File: src/rtl/eclair_fetch_pkg.sv
// Shared types and constants for the instruction fetch unit.
package eclair_fetch_pkg;

    typedef enum logic [2:0] {
        IDLE,
        REQ,
        HOLD,
        JUMP,
        FAULT
    } fetch_state_t;

    localparam int TIMEOUT_LIMIT = 15;
    localparam int TIMER_WIDTH   = 4;

endpackage

File: src/rtl/fetch_timeout_timer.sv
// Counts consecutive enabled cycles; expired is high on the cycle that reaches TIMEOUT_LIMIT.
module fetch_timeout_timer
    import eclair_fetch_pkg::*;
(
    input  logic clk,
    input  logic reset,
    input  logic clear,
    input  logic enable,
    output logic expired
);

    localparam logic [TIMER_WIDTH-1:0] LAST = TIMER_WIDTH'(TIMEOUT_LIMIT - 1);

    logic [TIMER_WIDTH-1:0] count;

    always_ff @(posedge clk or posedge reset) begin
        if (reset) begin
            count <= '0;
        end else if (clear) begin
            count <= '0;
        end else if (enable && count != LAST) begin
            count <= count + 1'b1;
        end
    end

    // Combinational so the FSM can leave REQ at the end of the limiting cycle itself.
    assign expired = enable && (count == LAST);

endmodule

File: src/rtl/instr_fetch.sv
// Instruction fetch FSM with registered outputs and jump redirect.
// Optional memory timeout enabled by defining INSTR_FETCH_TIMEOUT_EN.
module instr_fetch
    import eclair_fetch_pkg::*;
#(
    parameter int ADDR_WIDTH = 8,
    parameter int DATA_WIDTH = 8
) (
    input  logic                  clk,
    input  logic                  reset,
    input  logic [ADDR_WIDTH-1:0] pc_in,
    output logic                  pc_ce,
    output logic                  pc_load,
    output logic [ADDR_WIDTH-1:0] pc_preset,
    output logic                  mem_req,
    output logic [ADDR_WIDTH-1:0] mem_addr,
    input  logic                  mem_ack,
    input  logic [DATA_WIDTH-1:0] mem_rdata,
    output logic [DATA_WIDTH-1:0] ir_out,
    output logic                  ir_valid,
    input  logic                  ir_ready,
    input  logic                  jump_req,
    input  logic [ADDR_WIDTH-1:0] jump_addr,
    output logic                  fetch_fault
);

    fetch_state_t state, next_state;

    logic                  nxt_pc_ce;
    logic                  nxt_pc_load;
    logic [ADDR_WIDTH-1:0] nxt_pc_preset;
    logic                  nxt_mem_req;
    logic [ADDR_WIDTH-1:0] nxt_mem_addr;
    logic [DATA_WIDTH-1:0] nxt_ir_out;
    logic                  nxt_ir_valid;
    logic                  ack_taken;
    logic                  timeout_expired;

    // An ack only counts once the registered request is actually on the bus.
    assign ack_taken = mem_req && mem_ack;

`ifdef INSTR_FETCH_TIMEOUT_EN
    logic timer_clear;
    logic timer_enable;
    logic fault_q;

    assign timer_clear  = (state != REQ);
    assign timer_enable = (state == REQ) && !jump_req && !ack_taken;

    fetch_timeout_timer u_timer (
        .clk     (clk),
        .reset   (reset),
        .clear   (timer_clear),
        .enable  (timer_enable),
        .expired (timeout_expired)
    );

    always_ff @(posedge clk or posedge reset) begin
        if (reset) begin
            fault_q <= 1'b0;
        end else begin
            fault_q <= (next_state == FAULT);
        end
    end

    assign fetch_fault = fault_q;
`else
    assign timeout_expired = 1'b0;
    assign fetch_fault     = 1'b0;
`endif

    always_ff @(posedge clk or posedge reset) begin
        if (reset) begin
            state     <= IDLE;
            pc_ce     <= 1'b0;
            pc_load   <= 1'b0;
            pc_preset <= '0;
            mem_req   <= 1'b0;
            mem_addr  <= '0;
            ir_out    <= '0;
            ir_valid  <= 1'b0;
        end else begin
            state     <= next_state;
            pc_ce     <= nxt_pc_ce;
            pc_load   <= nxt_pc_load;
            pc_preset <= nxt_pc_preset;
            mem_req   <= nxt_mem_req;
            mem_addr  <= nxt_mem_addr;
            ir_out    <= nxt_ir_out;
            ir_valid  <= nxt_ir_valid;
        end
    end

    // Next-state and next-output values; the request is raised one cycle after
    // entering REQ so pc_in has already absorbed the previous pc_ce pulse.
    always_comb begin
        next_state    = state;
        nxt_pc_ce     = 1'b0;
        nxt_pc_load   = 1'b0;
        nxt_pc_preset = pc_preset;
        nxt_mem_req   = 1'b0;
        nxt_mem_addr  = mem_addr;
        nxt_ir_out    = ir_out;
        nxt_ir_valid  = ir_valid;

        case (state)
            IDLE: begin
                next_state = REQ;
            end
            REQ: begin
                if (jump_req) begin
                    next_state    = JUMP;
                    nxt_pc_load   = 1'b1;
                    nxt_pc_preset = jump_addr;
                    nxt_ir_valid  = 1'b0;
                end else if (ack_taken) begin
                    next_state   = HOLD;
                    nxt_ir_out   = mem_rdata;
                    nxt_ir_valid = 1'b1;
                    nxt_pc_ce    = 1'b1;
                end else if (timeout_expired) begin
                    next_state = FAULT;
                end else begin
                    nxt_mem_req  = 1'b1;
                    nxt_mem_addr = pc_in;
                end
            end
            HOLD: begin
                if (jump_req) begin
                    next_state    = JUMP;
                    nxt_pc_load   = 1'b1;
                    nxt_pc_preset = jump_addr;
                    nxt_ir_valid  = 1'b0;
                end else if (ir_valid && ir_ready) begin
                    next_state   = REQ;
                    nxt_ir_valid = 1'b0;
                end
            end
            JUMP: begin
                next_state = REQ;
            end
            FAULT: begin
                next_state = FAULT;
            end
            default: begin
                next_state = IDLE;
            end
        endcase
    end

endmodule
File: config.mk
export PLATFORM = sky130hd
export DESIGN_NAME = instr_fetch
export DESIGN_NICKNAME = d
export VERILOG_FILES = /design/src/rtl/eclair_fetch_pkg.sv /design/src/rtl/fetch_timeout_timer.sv /design/src/rtl/instr_fetch.sv
export SDC_FILE = /design/constraint.sdc
export NUM_CORES = 1
export LEC_CHECK = 0
export BUFFER_PORTS_ARGS = -buffer_cell sky130_fd_sc_hd__buf_2
export CORE_ASPECT_RATIO = 0.5
export CORE_UTILIZATION = 35
export DETAILED_ROUTE_END_ITERATION = 10
export GPL_TIMING_DRIVEN = 0
export SYNTH_ARGS = -nofsm -noshare
export SYNTH_HDL_FRONTEND = slang
export SYNTH_SLANG_ARGS = --single-unit
File: constraint.sdc
create_clock -name clk -period 2 [get_ports clk]
set_input_delay 0.2 -clock clk [delete_from_list [all_inputs] [get_ports clk]]
set_output_delay 0.2 -clock clk [all_outputs]
set_load 0.02 [all_outputs]
# Word level (Yosys, flattened, before mapping)

Index checks and enable logic that the tools add are counted.

Bits in registers: 31
Input port bits: 29
Word-level logic and storage cells: 45

Equal/unequal tests: 6
Multiplexer cells: 18
Bitwise operators: 2
Reductions and logical operators: 11

Operators by type and width:

| kind                                                 | count |
|---|---|
| two-way mux 1 bit                                    | 12 |
| two-way mux 3 bit                                    | 4 |
| case mux 3 bit (4 select lines)                      | 1 |
| AND reduction 3 bit                                  | 3 |
| equality test 3 x 2 -> 1 bit (second input constant) | 2 |
| inequality test 3 bit (second input constant)        | 2 |
| AND reduction 2 bit                                  | 2 |
| OR reduction 2 bit                                   | 2 |
| equality test 3 x 1 -> 1 bit (second input constant) | 1 |
| equality test 3 bit (second input constant)          | 1 |
| zero test 3 bit                                      | 1 |
| logical AND 1 bit                                    | 2 |
| NOT 1 bit                                            | 2 |
| case mux 1 bit (2 select lines)                      | 1 |
| nonzero test 2 bit                                   | 1 |

# Longest topological paths before layout

Depth in word-level cells: 4
Mapped depth: 5

# Worst setup path after synthesis

Ideal clock, no wire load.

Path type: reg-to-reg
Start: register mem_req
End: register ir_out[0]
Arrival: 1387 ps
Required time: 1875 ps
Slack: 488 ps
Stages on the path, launching flop included: 4
Path buffers: 0
Period minus slack after synthesis: 1512 ps
Cell sequence: dfrtp_1 -> nand2_1 -> nor4_4 -> mux2_2

Longest elaborated chain between the ends: 2

Ends and longest elaborated chain:

| element                              | RTL line          | source |
|---|---|---|
| start: declaration                   | instr_fetch.sv:15 | `output logic mem_req,` |
| start signal: assignment             | instr_fetch.sv:87 | `mem_req <= nxt_mem_req;` |
| logical AND 1 bit                    | instr_fetch.sv:40 | `assign ack_taken = mem_req && mem_ack;` |
| AND reduction 3 bit (no source line) | --                |  |
| end signal: assignment               | instr_fetch.sv:89 | `ir_out <= nxt_ir_out;` |
| end: declaration                     | instr_fetch.sv:19 | `output logic [DATA_WIDTH-1:0] ir_out,` |

Every way passes these cells.
A chain may end at the register's enable or synchronous reset.

# Final worst setup path

Start: register state[2]
End: register ir_out[5]

Longest elaborated chain between the ends: 2

Ends and longest elaborated chain:

| element                              | RTL line           | source |
|---|---|---|
| start: declaration                   | instr_fetch.sv:27  | `fetch_state_t state, next_state;` |
| start signal: assignment             | instr_fetch.sv:83  | `state <= next_state;` |
| equality test 3 x 1 -> 1 bit         | instr_fetch.sv:106 | `case (state)` |
| AND reduction 3 bit (no source line) | --                 |  |

Every way passes these cells.

==> run_results.csv <==
group,metric,value,unit
status,outcome,"completed",
yosys,synthArstFlopShare,100,%
power,p_sw_share,35.7,%
cts,cts-root-buf,"clkbuf_8",
setup_path,crit_family,"simple AND/OR/NAND/NOR gates",
setup_path,worstPathArrival,1.81,ns
hold_path,hold_depth,2,
setup_path,cp.required,2.16,ns
sta,period_share,82.4,%
cts,cts_tree,"built",
sta,min_period,1.65,ns
cells_and_area,fillers,303,
cells_and_area,drive_gt1_share,65.3,%
yosys,seq_area_frac_synth,63.2,%
cells_and_area,multi_input_area,422,um^2
route,vias,837,
setup_path,slowest_delay,0.62,ns
floorplan,die_x,85.8,um
yosys,synth_cell_types,22,
cells_and_area,antenna_cells,0,
floorplan,design.die.area,3760,um^2
yosys,yosysWarningCount,0,
power,p_per_area,1690,nW/um^2
power,p_total,2.84,mW
cts,post_cts_buffers,0,
grt,overflow,0,
yosys,syn_area_per_cell,15.3,um^2
cts,h-tree-depth,2,
power,p_switching,1.01,mW
route,dr.first_iter.drc_count,21,
power,p_int,1.83,mW
hold_path,hp-class,"input pin to register",
route,firstDrtPassIters,4,
setup_path,cp_cell_sequence,"buf_6 -> nor4_4 -> mux2_2",
route,wl_per_cell,11.0,um
sta,fin_setup_tns,0,ns
floorplan,io_pins,58,
place,placed_cell_area,1570,um^2
power,power_frac_seq,37.3,%
flow_run,drv_cap,0,
floorplan,start_util,38.7,%
setup_path,worstSetupPathType,"register to register",
cells_and_area,instances_no_fill,192,
power,p_clk_share,22.1,%
sta,relSlewSlack,24.5,%
yosys,synth_area_leader_cell,"dfrtp_1",
route,ant_nets,0,
grt,grt_pass1_vias,794,
sta,tightest_slew,1.13,ns
yosys,synth.top_cell.area_share,63.2,%
power,p_leak,0.840,nW
power,combPwrFrac,40.6,%
cts,ctsHoldBuffers,0,
setup_path,path_buf_inv,1,
yosys,syn_area,1230,um^2
route,routed_wl,2110,um
setup_path,r2r_cells,3,
hold_path,worstHoldStart,"jump_addr[3]",
hold_path,min_to,"pc_preset[3]",
yosys,synth_nets,109,
sta,fin_worst_skew,0.00504,ns
sta,finalMaxSlewViolations,0,
cts,cts.reportedPaths.clkPinSlew,0.07,ns
floorplan,core,3170,um^2
grt,grt_start_max_net_pins,32,
place,port_buffers,56,
setup_path,start_kind,"register",
setup_path,crit_path_max_fanout,10,
sta,fmax,607,MHz
yosys,synth.most_common_cell,"dfrtp_1",
grt,grt_first_pass_wirelength,3470,um
yosys,synth_edf_count,0,
sta,setup_viol,0,
cts,clock-sinks,31,
floorplan,fp-row-count,14,
cts,numCtsBuffers,5,
place,dp_hpwl,1550,um
place,dp.cells,184,
yosys,synth_area_leaders,"dfrtp_1 63%, mux2_2 22%, nor4_4 1.7%",
cts,cts.repair.resized,0,
cells_and_area,postLayoutCellArea,1690,um^2
setup_path,rrSetupSlack,0.35,ns
setup_path,crit_slowest_cell,"nor4_4",
cts,clkLatencyLatePin,0.27,ns
cells_and_area,nets,172,
grt,antenna_found_initial,0,
setup_path,rr_startpoint,"state[2]",
yosys,synth_flop_cell,"dfrtp_1",
route,drcViolationCount,0,
cells_and_area,synthToLayoutAreaGrowth,37.3,%
sta,rsz0062_at_grt,"false",
place,place.gp.congestion,0.700,
route,vias_per_cell,4.36,
cts,clock_path_buffers,2,
floorplan,fp.dieH,43.9,um
place,dp_slack,0.330,ns
yosys,synthTopCellsByCount,"31 x dfrtp_1, 24 x mux2_2, 3 x nor2_1",
sta,hold_viol_final,0,
grt,groute.usage.overall,12.8,%
power,ir_drop,801,uV
setup_path,r2r_end,"ir_out[5]",
yosys,synth_seq_cells,31,
sta,setup_ws,0.352,ns
setup_path,end_kind,"register",
yosys,syn_inst,80,
cells_and_area,seq_area,776,um^2
flip-flops by register name, indices dropped and copies added, names as in the netlist:
signal	count
pc_preset	8
ir_valid	1
mem_req	1
mem_addr	8
ir_out	8
state	3
pc_load	1
pc_ce	1
cells by family after synthesis:
| group | Yosys count | share of synthesized area (%) |
|---|---|---|
| flip-flops | 31 | 63.2 |
| AO/OA/AOI/OAI | 6 | 4.49 |
| other | 1 | 0.306 |
| buffers and inverters | 5 | 2.45 |
| AND/OR/NAND/NOR | 13 | 7.54 |
| multiplexers | 24 | 22.0 |
through the flow:
step | utilization [%] | hold slack, ns
floorplan | - | 0.304
global placement | 49.4 | 0.431
detailed placement | 49.4 | 0.435
CTS | 53.2 | 0.142
global route | 53.2 | 0.133
finish | 53.2 | 0.150
power by group through the flow:
| stage | sequential, mW | clock, mW | combinational, mW |
|---|---|---|---|
| after floorplan | 1.41 | 0 | 0.456 |
| final | 1.06 | 0.628 | 1.15 |
| after global placement | 1.06 | 0 | 1.16 |
| after global routing | 1.10 | 0.675 | 1.24 |
| after detailed placement | 1.07 | 0 | 1.17 |
| after CTS | 1.07 | 0.648 | 1.17 |
final cells by class:
class | count | share of cell area [%]
flip-flops and latches | 31 | 46.0
multi-input cells | 44 | 25.0
repair buffers | 56 | 16.6
clock buffers | 6 | 4.90
well taps | 48 | 3.56
clock inverters | 2 | 2.08
plain buffers | 2 | 1.11
inverters | 3 | 0.668
how the worst max path moves through the flow:
stage / from / endpoint / slack [ns] / cells past startpoint
after global routing: state[2] / ir_out[4] / 0.23 / 3
after detailed placement: state[2] / ir_out[5] / 0.33 / 3
final: state[2] / ir_out[5] / 0.35 / 3
after CTS: state[2] / ir_out[0] / 0.32 / 3
after floorplan: mem_req / ir_out[0] / 0.49 / 3
after global placement: state[2] / ir_out[3] / 0.32 / 3
worst reg2reg max path: stages (launching register included):
cell     delay, ns
dfrtp_1       0.37
buf_6         0.13
nor4_4        0.62
mux2_2        0.40
cells in the final DEF, fill, tap and decap left out:
cell / n
bufinv_16: 1
a2111oi_0: 1
clkinv_2: 1
a21o_1: 1
conb_1: 1
nand3_1: 1
inv_1: 2
nor2_1: 3
buf_6: 1
nor3b_1: 1
nand2b_4: 1
o22ai_1: 1
dfrtp_1: 31
buf_4: 1
clkbuf_8: 6
inv_2: 1
nand2b_1: 2
nor2b_1: 1
nand3b_1: 1
buf_2: 56
mux2_2: 24
a21oi_4: 1
nand2_1: 2
o31ai_1: 1
nor4_4: 1
o221ai_1: 1
per-layer routing:
metal / up-vias / part of all wire (%) / global-route usage (%)
met2: 28 / 49 / 20.8
met5: - / 0 / 0
li1: 406 / - / -
met4: 0 / 0 / 4.00
met1: 403 / 46 / 14.7
met3: 0 / 5.8 / 7.24
Note: power is estimated with default switching activity, not from simulation.
